==> config.mk <==
export PLATFORM = sky130hd
export DESIGN_NAME = score_keeper
export DESIGN_NICKNAME = d
export VERILOG_FILES = /design/src/rtl/score_keeper.sv
export SDC_FILE = /design/constraint.sdc
export NUM_CORES = 1
export LEC_CHECK = 0
export BUFFER_PORTS_ARGS = -buffer_cell sky130_fd_sc_hd__buf_2
export CORE_ASPECT_RATIO = 0.9
export CORE_MARGIN = 2
export CORE_UTILIZATION = 60
export DETAILED_ROUTE_END_ITERATION = 8
export PLACE_DENSITY_LB_ADDON = 0.15
export SYNTH_ARGS = -nofsm -noshare
export SYNTH_HDL_FRONTEND = slang
export SYNTH_SLANG_ARGS = --single-unit
==> constraint.sdc <==
create_clock -name clk -period 4.7 [get_ports clk]
set_input_delay 1.175 -clock clk [delete_from_list [all_inputs] [get_ports clk]]
set_output_delay 1.175 -clock clk [all_outputs]
set_load 0.01 [all_outputs]
==> src/rtl/score_keeper.sv <==
// rtl/score_keeper.sv - game score keeper: frame-tick and bonus scoring with BCD digits and hi-score
module score_keeper #(
    parameter int TICK_DIV = 6,
    parameter int BONUS    = 50
) (
    input  logic        clk,
    input  logic        reset,
    input  logic        frame_tick,
    input  logic        start,
    input  logic        collide,
    input  logic        bonus,
    output logic [13:0] score,
    output logic [3:0]  digit0,
    output logic [3:0]  digit1,
    output logic [3:0]  digit2,
    output logic [3:0]  digit3,
    output logic [13:0] hi_score,
    output logic        running,
    output logic        game_over
);

    localparam logic [1:0]  S_IDLE    = 2'd0;
    localparam logic [1:0]  S_RUN     = 2'd1;
    localparam logic [1:0]  S_OVER    = 2'd2;
    localparam logic [5:0]  DIV_LAST  = 6'(TICK_DIV - 1);
    localparam logic [8:0]  BONUS_W   = 9'(BONUS);
    localparam logic [13:0] SCORE_MAX = 14'd9999;

    logic [1:0]       state_q, state_d;
    logic [13:0]      score_q, score_d;
    logic [3:0][3:0]  dig_q, dig_d;
    logic [13:0]      hi_q, hi_d;
    logic [5:0]       div_q, div_d;
    logic [7:0]       pend_q, pend_d;
    logic             running_q, running_d;
    logic             over_q, over_d;

    logic [3:0][3:0]  dig_inc;
    logic             bcd_carry;
    logic             tick;
    logic             drain;
    logic [8:0]       pend_sum;

    // Ripple BCD increment; the score saturates before thousands can overflow.
    always_comb begin
        dig_inc   = dig_q;
        bcd_carry = 1'b1;
        for (int i = 0; i < 4; i++) begin
            if (bcd_carry) begin
                if (dig_q[i] == 4'd9) begin
                    dig_inc[i] = 4'd0;
                end else begin
                    dig_inc[i] = dig_q[i] + 4'd1;
                    bcd_carry  = 1'b0;
                end
            end
        end
    end

    always_comb begin
        state_d  = state_q;
        score_d  = score_q;
        dig_d    = dig_q;
        hi_d     = hi_q;
        div_d    = div_q;
        pend_d   = pend_q;
        tick     = frame_tick && (div_q == DIV_LAST);
        drain    = !tick && (pend_q != 8'd0);
        pend_sum = {1'b0, pend_q} - {8'd0, drain} + (bonus ? BONUS_W : 9'd0);

        case (state_q)
            S_RUN: begin
                if (collide) begin
                    state_d = S_OVER;
                    pend_d  = 8'd0;
                    if (score_q > hi_q) begin
                        hi_d = score_q;
                    end
                end else begin
                    if (frame_tick) begin
                        div_d = tick ? 6'd0 : div_q + 6'd1;
                    end
                    pend_d = (pend_sum > 9'd255) ? 8'd255 : pend_sum[7:0];
                    // A tick preempts the drain for this cycle; pending is left for the next.
                    if ((tick || drain) && (score_q != SCORE_MAX)) begin
                        score_d = score_q + 14'd1;
                        dig_d   = dig_inc;
                    end
                end
            end
            S_IDLE, S_OVER: begin
                if (start) begin
                    state_d = S_RUN;
                    score_d = 14'd0;
                    dig_d   = '0;
                    div_d   = 6'd0;
                    pend_d  = 8'd0;
                end
            end
            default: state_d = S_IDLE;
        endcase

        running_d = (state_d == S_RUN);
        over_d    = (state_d == S_OVER);
    end

    always_ff @(posedge clk or posedge reset) begin
        if (reset) begin
            state_q   <= S_IDLE;
            score_q   <= 14'd0;
            dig_q     <= '0;
            hi_q      <= 14'd0;
            div_q     <= 6'd0;
            pend_q    <= 8'd0;
            running_q <= 1'b0;
            over_q    <= 1'b0;
        end else begin
            state_q   <= state_d;
            score_q   <= score_d;
            dig_q     <= dig_d;
            hi_q      <= hi_d;
            div_q     <= div_d;
            pend_q    <= pend_d;
            running_q <= running_d;
            over_q    <= over_d;
        end
    end

    assign score     = score_q;
    assign digit0    = dig_q[0];
    assign digit1    = dig_q[1];
    assign digit2    = dig_q[2];
    assign digit3    = dig_q[3];
    assign hi_score  = hi_q;
    assign running   = running_q;
    assign game_over = over_q;

endmodule

==> results.toml <==
[run_status]
status = "finished clean"

[job]
maxCapViolCount = 0

[worst_setup_path]
crit_path_start_kind = "input pin"
cp_max_fo = 7
arrival_ns = 3.35
path_class = "in2reg"
r2r.worst_path.cells = 13
end_kind = "flop"
critPathRequiredTime_ns = 4.98

[clocking]
cts-resized-gates = 0
cts_root_buf = "clkbuf_8"
ctsHoldBuffers = 0
postCtsSetupBuffers = 0
cts_buffers = 9
cts_sinks = 62
ctsHtreeMaxLevel = 3
insertion_delay_ns = 0.34
tritoncts = "done"
clk_pin_slew_ns = 0.07
clock_path_buffers = 2

[routing]
drt_first_pass_iters = 4
wl_per_cell_um = 14.9
routed_wl_mm = 8.00
postRouteAntennaNets = 0
post-route-drc-count = 0
vias = 3046
drt_iter0_markers = 156
routed_via_density = 5.68

[timing]
rsz0062_at_grt = "no"
timing.setup.tns_ns = 0
setup_viol = 0
finalHoldViolations = 0
report.final.slew_viol_count = 0
post-route-min-period_ns = 3.08
slew_headroom = 0.484
finalClockSkew_ns = 0.00776
worst_slew_pin_slew_ns = 0.766
fmax_mhz = 325
finalCritPeriodShare = 0.655

[power]
p_sw_mw = 0.767
p_int_mw = 1.28
p_comb_frac = 0.379
pwr-share-clk = 0.259
cellPowerDensity_nw_per_um2 = 472
swShare = 0.374
leakage_nw = 2.20
seq_power_share = 0.362
peakVddDrop_mv = 0.367

[final_layout]
area_delta_synth_final_pct = 14.8
layout_common_cells = "dfrtp_1 (62), buf_2 (51), inv_1 (39), ha_1 (39), nand2_1 (38)"
num-nets-final = 490
design_area_um2 = 4340
finish.utilization = 0.710
drive_gt1_frac = 0.229
antenna_cells = 0
final_common_cell = "dfrtp_1"

[placed_design]
io_buffer_count = 51
dp_hpwl_mm = 5.83
placement.cell_area_um2 = 4120
gp_congestion = 0.897

[global_routing]
grt_util_all_layers = 0.254
antenna_found_initial = 0
grt_pass1_vias = 3000
grt_pass1_wl_mm = 13.8
overflow = 0
grt_max_degree = 37

[synth]
synth.net_count = 432
synth_area_um2 = 3780
synth_top_flop_cell = "dfrtp_1"
synth_cells = 386
syn_avg_cell_area_um2 = 9.80
ys_warn_count = 0
synth_seq_cells = 62
postSynth.asyncResetShare = 1.00
yosysSeqAreaShare = 0.410
yosysUniqueCellTypes = 59
synth_edf_count = 0

[floorplan]
die_area_um2 = 6960
rows = 27
initial_core_util = 0.619
chipWidth_um = 87.7
io_pins = 52
die_y_um = 79.3
core_area_um2 = 6110

[min_path]
hold_depth = 1
hp-class = "reg2reg"
-- routing by layer --
layer,GRT usage,part of all wire,up-vias
met5,0,0,-
met4,0.0815,0.012,0
met3,0.0541,0.040,13
met2,0.427,0.49,75
met1,0.325,0.46,1479
li1,-,-,1479
-- synth_stat cells, types with 4 or more instances --
master,n,share of area
nor2_1,24,0.024
dfrtp_1,62,0.41
nand4_1,9,0.015
ha_1,39,0.13
nand3_1,12,0.016
mux2_2,14,0.042
and3_1,5,0.0083
a221o_1,6,0.016
xnor2_1,6,0.014
inv_1,40,0.040
o31ai_1,4,0.0079
nand2_1,38,0.038
xor2_1,10,0.023
nor2b_1,4,0.0066
a21oi_1,14,0.019
or2_2,4,0.0066
o21ai_0,27,0.036
-- final cells by class --
class / count / area, µm²
clock buffers: 11 / 141
clock inverters: 5 / 81.3
fillers: 492 / 1770
inverters: 40 / 150
multi-input cells: 277 / 2030
flip-flops and latches: 62 / 1550
well taps: 87 / 109
repair buffers: 54 / 278
-- path summary, 6_finish.rpt --
kind,from,to,slack (ns)
max,frame_tick,pend_q[4],1.62
min,div_q[5],div_q[5],0.47
max reg2reg,div_q[0],pend_q[4],1.78
min reg2reg,div_q[5],div_q[5],0.47
max in group asynchronous,reset,game_over,2.89
min in group asynchronous,reset,div_q[0],0.96
-- through the flow --
step / cells / worst slack, ns / power (mW) / hold WS (ns)
after floorplan: 386 / 1.68 / 1.31 / 0.440
after global placement: 520 / 1.41 / 1.48 / 0.458
after detailed placement: 520 / 1.31 / 1.52 / 0.471
after CTS: 536 / 1.67 / 2.06 / 0.480
after global routing: 536 / 1.43 / 2.22 / 0.488
final: 536 / 1.62 / 2.05 / 0.474
-- kinds of logic (layout without fill, tap and decap cells) --
group | after synthesis | count (layout) | synth area share
AOI/OAI and AO/OA | 81 | 81 | 0.147
xor gates and xnor gates | 16 | 16 | 0.0370
adders and majority gates | 40 | 40 | 0.134
buffers and inverters | 47 | 110 | 0.0529
DFF | 62 | 62 | 0.410
muxes | 16 | 16 | 0.0470
and+or+nand+nor | 124 | 124 | 0.171
-- state kept, by name, summed over array words and instances (netlist names), 4 cells and up --
signal	flops
pend_q	8
digit0	4
digit1	4
score	14
digit2	4
hi_score	14
div_q	6
digit3	4
-- power by group through the flow --
stage | clock [mW] | sequential (mW) | combinational, mW
after CTS | 0.540 | 0.741 | 0.779
after global routing | 0.563 | 0.759 | 0.895
after floorplan | 0 | 0.740 | 0.568
after global placement | 0 | 0.746 | 0.735
after detailed placement | 0 | 0.749 | 0.776
final | 0.531 | 0.743 | 0.777
-- critical path, cell delays in order --
cell and delay, ns:
buf_2 0.10, and2b_1 0.17, nand2_1 0.08, o21a_1 0.12, ha_1 0.13, inv_1 0.05
ha_1 0.18, a21o_1 0.15, a21oi_1 0.29, o21ai_0 0.21, a211o_1 0.35, nand2_1 0.20
a221o_1 0.14
Note: power is estimated with default switching activity, not from simulation.
